<file path="config.mk">
export PLATFORM = sky130hd
export DESIGN_NAME = ps2_byte_rx
export DESIGN_NICKNAME = d
export VERILOG_FILES = /design/src/rtl/ps2_byte_rx.sv
export SDC_FILE = /design/constraint.sdc
export NUM_CORES = 1
export LEC_CHECK = 0
export ABC_AREA = 1
export CAP_MARGIN = 20
export CORE_MARGIN = 2
export CORE_UTILIZATION = 30
export CTS_CLUSTER_DIAMETER = 60
export DETAILED_ROUTE_END_ITERATION = 7
export PLACE_DENSITY = 0.46
export RECOVER_POWER = 100
export REMOVE_ABC_BUFFERS = 1
export SLEW_MARGIN = 30
export SYNTH_ARGS = -nofsm -noshare
export SYNTH_HDL_FRONTEND = slang
export SYNTH_SLANG_ARGS = --single-unit
</file>
<file path="constraint.sdc">
create_clock -name clk -period 1.54 [get_ports clk]
set_clock_uncertainty 0.15 [all_clocks]
set_input_delay 0.154 -clock clk [delete_from_list [all_inputs] [get_ports clk]]
set_output_delay 0.154 -clock clk [all_outputs]
set_load 0.02 [all_outputs]
</file>
<file path="src/rtl/ps2_byte_rx.sv">
// PS/2 device-to-host byte receiver: synchronises and deglitches the PS/2 lines,
// deserialises 11-bit frames and reports each byte (valid) or a rejected frame (error).
module ps2_byte_rx #(
  parameter int FILTER_LEN     = 8,
  parameter int TIMEOUT_CYCLES = 100000
) (
  input  logic       clk,
  input  logic       rst_n,
  input  logic       ps2_clk,
  input  logic       ps2_data,
  output logic [7:0] data,
  output logic       valid,
  output logic       error
);

  localparam int TW = $clog2(TIMEOUT_CYCLES + 1);

  typedef enum logic [1:0] {IDLE, DATA, PARITY, STOP} state_t;

  logic [1:0]            clk_sync, data_sync;
  logic [FILTER_LEN-1:0] filt_sh;
  logic                  filt_clk;
  logic                  fall;
  logic                  s_bit;

  state_t        state, state_d;
  logic [2:0]    bit_cnt, bit_cnt_d;
  logic [7:0]    shreg, shreg_d;
  logic          parity, parity_d;
  logic [TW-1:0] to_cnt, to_cnt_d;
  logic [7:0]    data_d;
  logic          valid_d, error_d;

  // NOTE: sequential state uses non-blocking assignments so every flop samples
  // pre-edge values regardless of block ordering.
  always_ff @(posedge clk) begin
    if (!rst_n) begin
      clk_sync  <= '1;
      data_sync <= '1;
      filt_sh   <= '1;
      filt_clk  <= 1'b1;
    end else begin
      clk_sync  <= {clk_sync[0], ps2_clk};
      data_sync <= {data_sync[0], ps2_data};
      filt_sh   <= {filt_sh[FILTER_LEN-2:0], clk_sync[1]};
      if (filt_sh == '0)      filt_clk <= 1'b0;
      else if (filt_sh == '1) filt_clk <= 1'b1;
    end
  end

  // Falling edge of the filtered clock, seen in the cycle the filter flips.
  assign fall  = filt_clk && (filt_sh == '0);
  assign s_bit = data_sync[1];

  always_ff @(posedge clk) begin
    if (!rst_n) begin
      state   <= IDLE;
      bit_cnt <= '0;
      shreg   <= '0;
      parity  <= 1'b0;
      to_cnt  <= '0;
      data    <= '0;
      valid   <= 1'b0;
      error   <= 1'b0;
    end else begin
      state   <= state_d;
      bit_cnt <= bit_cnt_d;
      shreg   <= shreg_d;
      parity  <= parity_d;
      to_cnt  <= to_cnt_d;
      data    <= data_d;
      valid   <= valid_d;
      error   <= error_d;
    end
  end

  // NOTE: every combinational output gets a default first, so no path can
  // leave one unassigned and infer a latch.
  always_comb begin
    state_d   = state;
    bit_cnt_d = bit_cnt;
    shreg_d   = shreg;
    parity_d  = parity;
    data_d    = data;
    valid_d   = 1'b0;
    error_d   = 1'b0;

    if (fall || state == IDLE)                to_cnt_d = '0;
    else if (to_cnt != TW'(TIMEOUT_CYCLES))   to_cnt_d = to_cnt + TW'(1);
    else                                      to_cnt_d = to_cnt;

    case (state)
      IDLE: begin
        if (fall && !s_bit) begin
          state_d   = DATA;
          bit_cnt_d = '0;
        end
      end
      DATA: begin
        if (fall) begin
          shreg_d[bit_cnt] = s_bit;
          bit_cnt_d        = bit_cnt + 3'd1;
          if (bit_cnt == 3'd7) state_d = PARITY;
        end
      end
      PARITY: begin
        if (fall) begin
          parity_d = s_bit;
          state_d  = STOP;
        end
      end
      STOP: begin
        if (fall) begin
          if (s_bit && (^{shreg, parity})) begin
            data_d  = shreg;
            valid_d = 1'b1;
          end else begin
            error_d = 1'b1;
          end
          state_d = IDLE;
        end
      end
      default: state_d = IDLE;
    endcase

    // A stalled frame is abandoned; a sample event in the same cycle wins.
    if (!fall && state != IDLE && to_cnt == TW'(TIMEOUT_CYCLES)) begin
      state_d   = IDLE;
      bit_cnt_d = '0;
      error_d   = 1'b1;
    end
  end

endmodule

</file>
---- Word-level counts from Yosys, hierarchy flattened ----
Cells that the tools add are included.
operators by class
  reductions and logical operators ........ 23
  $lt $le $gt $ge ......................... 2
  muxes and demuxes ....................... 19
  equality and inequality tests ........... 12
  add/sub/neg operators ................... 2
  bitwise gates (word level) .............. 1
operators with widths
  operator                                                              number
  17-bit by 1-bit adder with 17-bit output, second input constant       1
  17-bit equality test, second input constant                           1
  17-bit != test, second input constant                                 1
  2-bit 2-to-1 mux                                                      5
  3-bit AND reduction                                                   3
  9-bit parity                                                          1
  8-bit bitwise mux                                                     1
  8-bit equality test, second input constant                            1
  8-bit zero test                                                       1
  1-bit 2-to-1 mux                                                      8
  2-bit != test, second input constant                                  4
  2-bit case mux with 4 select lines                                    1
  1-bit logical AND                                                     6
  3-bit 2-to-1 mux                                                      2
  3-bit case mux with 2 select lines                                    1
  2-bit nonzero test                                                    3
  5-bit AND reduction                                                   1
  2-bit equality test, second input constant                            2
  3-bit by 4-bit < comparator with 1-bit output, second input constant  1
  2-bit AND reduction                                                   2
  2-bit OR reduction                                                    2
  3-bit by 1-bit adder with 3-bit output, second input constant         1
  1-bit demux with 3-bit select                                         1
  3-bit equality test, second input constant                            1
  7 further kinds                                                       8
storage, ports and cells
  register bits ........................... 54
  logic and storage cells ................. 71
  output and inout bits ................... 10
  input port bits ......................... 4

---- Longest topological paths before layout ----
  word-level depth ........................ 6
  gate-level depth with buffers ........... 14
  gate-level depth less buffers ........... 13

---- Least setup slack after synthesis ----
No wires, ideal clock.
  path type ............................... reg2reg
  start point ............................. register to_cnt[0]
  end point ............................... register to_cnt[10]
  arrival time ............................ 1.303 ns
  stages on the path, launching flop included .. 10
  slack ................................... -0.028 ns
  setup time .............................. 0.115 ns
  path buffers ............................ 0
  path through ............................ dfxtp_1 > ha_1 > nand2_1 > inv_2 > nand4_1 > nor2_2 > inv_2 > nor2_1 > a21oi_1 > o21a_1
between the ends
  cells in the longest elaborated chain, start to end .. 1
  elaborated cells on any way between the ends .. 2
  classes of those cells .................. add/sub: 1; eq/ne: 1
ends and longest elaborated chain
  element                                                                            RTL line  source
  start: declaration                                                                 30        logic [TW-1:0] to_cnt, to_cnt_d;
  start signal: assignment                                                           70        to_cnt <= to_cnt_d;
  17-bit by 1-bit adder with 17-bit output / 17-bit != test (equally long branches)  89        else if (to_cnt != TW'(TIMEOUT_CYCLES)) to_cnt_d = to_cnt + TW'(1);
Parallel ways exist; a longest one is shown, timed or not.
A chain may end at the register's enable or synchronous reset.

---- Worst setup path after layout ----
  start point ............................. register to_cnt[1]
  end point ............................... register state[0]
between the ends
  cells in the longest elaborated chain, start to end .. 3
ends and longest elaborated chain
  element                              RTL line  source
  17-bit equality test                 127       if (!fall && state != IDLE && to_cnt == TW'(TIMEOUT_CYCLES)) begin
  1-bit logical AND                    127
  2-bit OR reduction (no source line)  --
  end signal: assignment               66        state <= state_d;
  end: declaration                     26        state_t state, state_d;
No other way between the ends.

==> reports/results.txt <==
Setup-failing EPs final - 25
Hold-fix buffers at CTS - 0
Synth Instances - 375
Largest net degree at the start of global routing - 19
Mapped Area - 0.00259 mm²
CTS tree - done
DP Cell Count - 551
RSZ-0062 raised after global routing - true
Post-route insts no fill - 568
Critical path launch point type - flip-flop
Crit Path Category - flip-flop to flip-flop
Final worst path period share - 109%
#FFs+latches synth - 54
Hold Fails Final Rpt - 0
Max-slew violation count - 0
Synth Warn # - 0
Switching Power - 536 µW
Via count - 2458
Starting DRC count in detailed routing - 54
Clock latency on the worst-skew pair - 310 ps
Port Buffers - 13
Core Area - 0.00830 mm²
Worst Hold Class - primary input to flip-flop
GP Congestion - 0.779
Slowest cell on crit path - dfxtp_4
Global-route wire length before repair - 9.78 mm
Clock buffer count from CTS - 5
H-Tree Depth - 2
Peak supply drop - 327 µV
Crit path buf inv count - 2
Die ar. - 0.00940 mm²
Crit Path Max Fanout - 5
F_max - 594 MHz
# IOs - 14
PwrDens - 614 mW/mm²
Top delay family on crit path - simple AND/OR/NAND/NOR gates
Sequential element share of the synthesized area - 41.7%
Clock sink count - 54
Yosys cell types - 34
Drt total wl - 5.94 mm
Most frequent cells in the layout - 88 x nand2_1, 62 x buf_4, 44 x inv_1, 44 x dfxtp_1, 36 x nor2_1
Logic pwr share - 2.2%
Util after Layout - 44.9%
Maximum Capacitance Violations - 0
Sequential share of power - 61.4%
Critical path data arrival time - 1740 ps
Initial Util - 31.2%
Root Buffer - clkbuf_8
Failing checks - negative setup slack
Crit path capture type - flip-flop
Hpwl dp - 4.33 mm
Bufs on Longest Clock Path - 2
Share of cells above drive strength 1 - 36.7%
Nets@finish - 474
WL/cell - 10.5 µm
Initial antenna violation count - 0
Syn-to-layout area delta - 43.7%
Hold_ws - 248 ps
Internal power - 1750 µW
Clock slew at reported path FFs - 110 ps
Status - complete, but fails checks
Vias in the first global route - 2255
CP max stage delay - 370 ps
Overflow after GRT - 0
Flop2flop setup slack - -140 ps
Site Rows - 33
Drc violations - 0
Crit path time final - 1680 ps
Die width - 97.0 µm
Final WS setup - -144 ps
DRT Pass-1 Iters - 4
GRT Overall Usage - 12.5%
Crit path cell chain - inv_2 > ha_4 > nand4_1 > nor2_1 > nand4_1 > nor2_2 > nand2_2 > nand2_2 > inv_1 > nand2_1 > nor2_1
Max_slew headroom - 77.9%
Switching Share - 23.4%
Syn_area_per_cell - 6.91 µm²
Most common cell after layout, fill and taps aside - nand2_1
Via/cell ratio - 4.33
Pre-CTS setup slack - -193 ps
Leakage Power - 0.00169 µW
ANT cells - 0
Worst Path Required - 1600 ps
Die Span Y - 97.0 µm
Post-route ant nets - 0
Clock power frac - 36.5%
Slew @ Worst Pin - 330 ps
flip-flops by register name, indices dropped and copies added (netlist names):
register / cells
filt_sh: 8
bit_cnt: 3
valid: 1
to_cnt: 17
parity: 1
data_sync: 2
filt_clk: 1
shreg: 8
data: 8
state: 2
clk_sync: 2
error: 1
timing repair:
| item | 4_1_cts | 5_1_grt |
|---|---|---|
| pin swaps | 16 | 18 |
| hold endpoints to repair | 0 | 0 |
| resized for setup | 42 | 52 |
| setup buffers | 3 | 7 |
| setup endpoints to repair | 47 | 41 |
cells by family after synthesis:
| kind of cell | Yosys count | share of synthesized area [%] |
|---|---|---|
| and+or+nand+nor | 198 | 34.1 |
| buffers and inverters | 67 | 10.2 |
| DFF | 54 | 41.7 |
| AOI/OAI and AO/OA | 45 | 9.17 |
| adders and majority gates | 8 | 3.86 |
| xor gates and xnor gates | 3 | 1.01 |
power by group through the flow:
stage	registers, µW	logic, µW	clock network (µW)
2_1_floorplan	1440	15.9	0
3_3_place_gp	1440	49.0	0
3_5_place_dp	1440	48.6	0
4_1_cts	1410	50.2	878
5_1_grt	1410	55.5	938
6_report	1400	50.0	834
cell usage after synthesis, drive strengths merged:
cell	instances	area, µm²
a21oi	25	125
a31oi	1	6.26
buf	3	23.8
clkbuf	3	11.3
clkinv	1	3.75
dfxtp	54	1080
ha	8	100
inv	60	225
nand2	107	422
nand3	13	70.1
nand4	10	77.6
nor2	48	198
nor3	8	40.0
nor3b	1	7.51
nor4	3	18.8
o21a	1	7.51
o21ai	16	83.8
o21bai	1	7.51
o31ai	1	7.51
or2	8	50.1
xnor2	1	8.76
xor2	2	17.5
final timing paths:
| check | startpoint | depth (start not counted) | end |
|---|---|---|---|
| setup / recovery | to_cnt[1]$_SDFFE_PP0P_ | 11 | state[0]$_SDFFE_PP0P_ |
| hold / removal | ps2_data | 2 | data_sync[0]$_SDFF_PN1_ |
| setup reg to reg | to_cnt[1]$_SDFFE_PP0P_ | 11 | state[0]$_SDFFE_PP0P_ |
| hold reg to reg | clk_sync[1]$_SDFF_PN1_ | 1 | filt_sh[0]$_SDFF_PN1_ |
final cells by class:
type | count | area [µm²]
Clock buffer | 5 | 68.8
Multi-Input combinational cell | 254 | 1460
Fill cell | 867 | 4570
Timing Repair Buffer | 86 | 716
Sequential cell | 54 | 1100
Clock inverter | 3 | 25.0
Tap cell | 105 | 131
Inverter | 61 | 234
metal layers:
layer  part of all wire (%)  wire (µm)  global-route usage [%]
met2                     47       2810                    21.1
met3                    2.6        155                    2.60
met4                   0.69         41                    3.58
met1                     49       2930                    16.0
met5                      0          0                       0
per-stage QoR:
step / setup TNS (ps) / area, µm² / total power (µW)
floorplan: -42.6 / 2560 / 1450
global placement: -1930 / 3310 / 1490
detailed placement: -1890 / 3310 / 1490
CTS: -2140 / 3530 / 2330
global route: -5190 / 3730 / 2400
finish: -1450 / 3730 / 2290
Note: power is estimated with default switching activity, not from simulation.
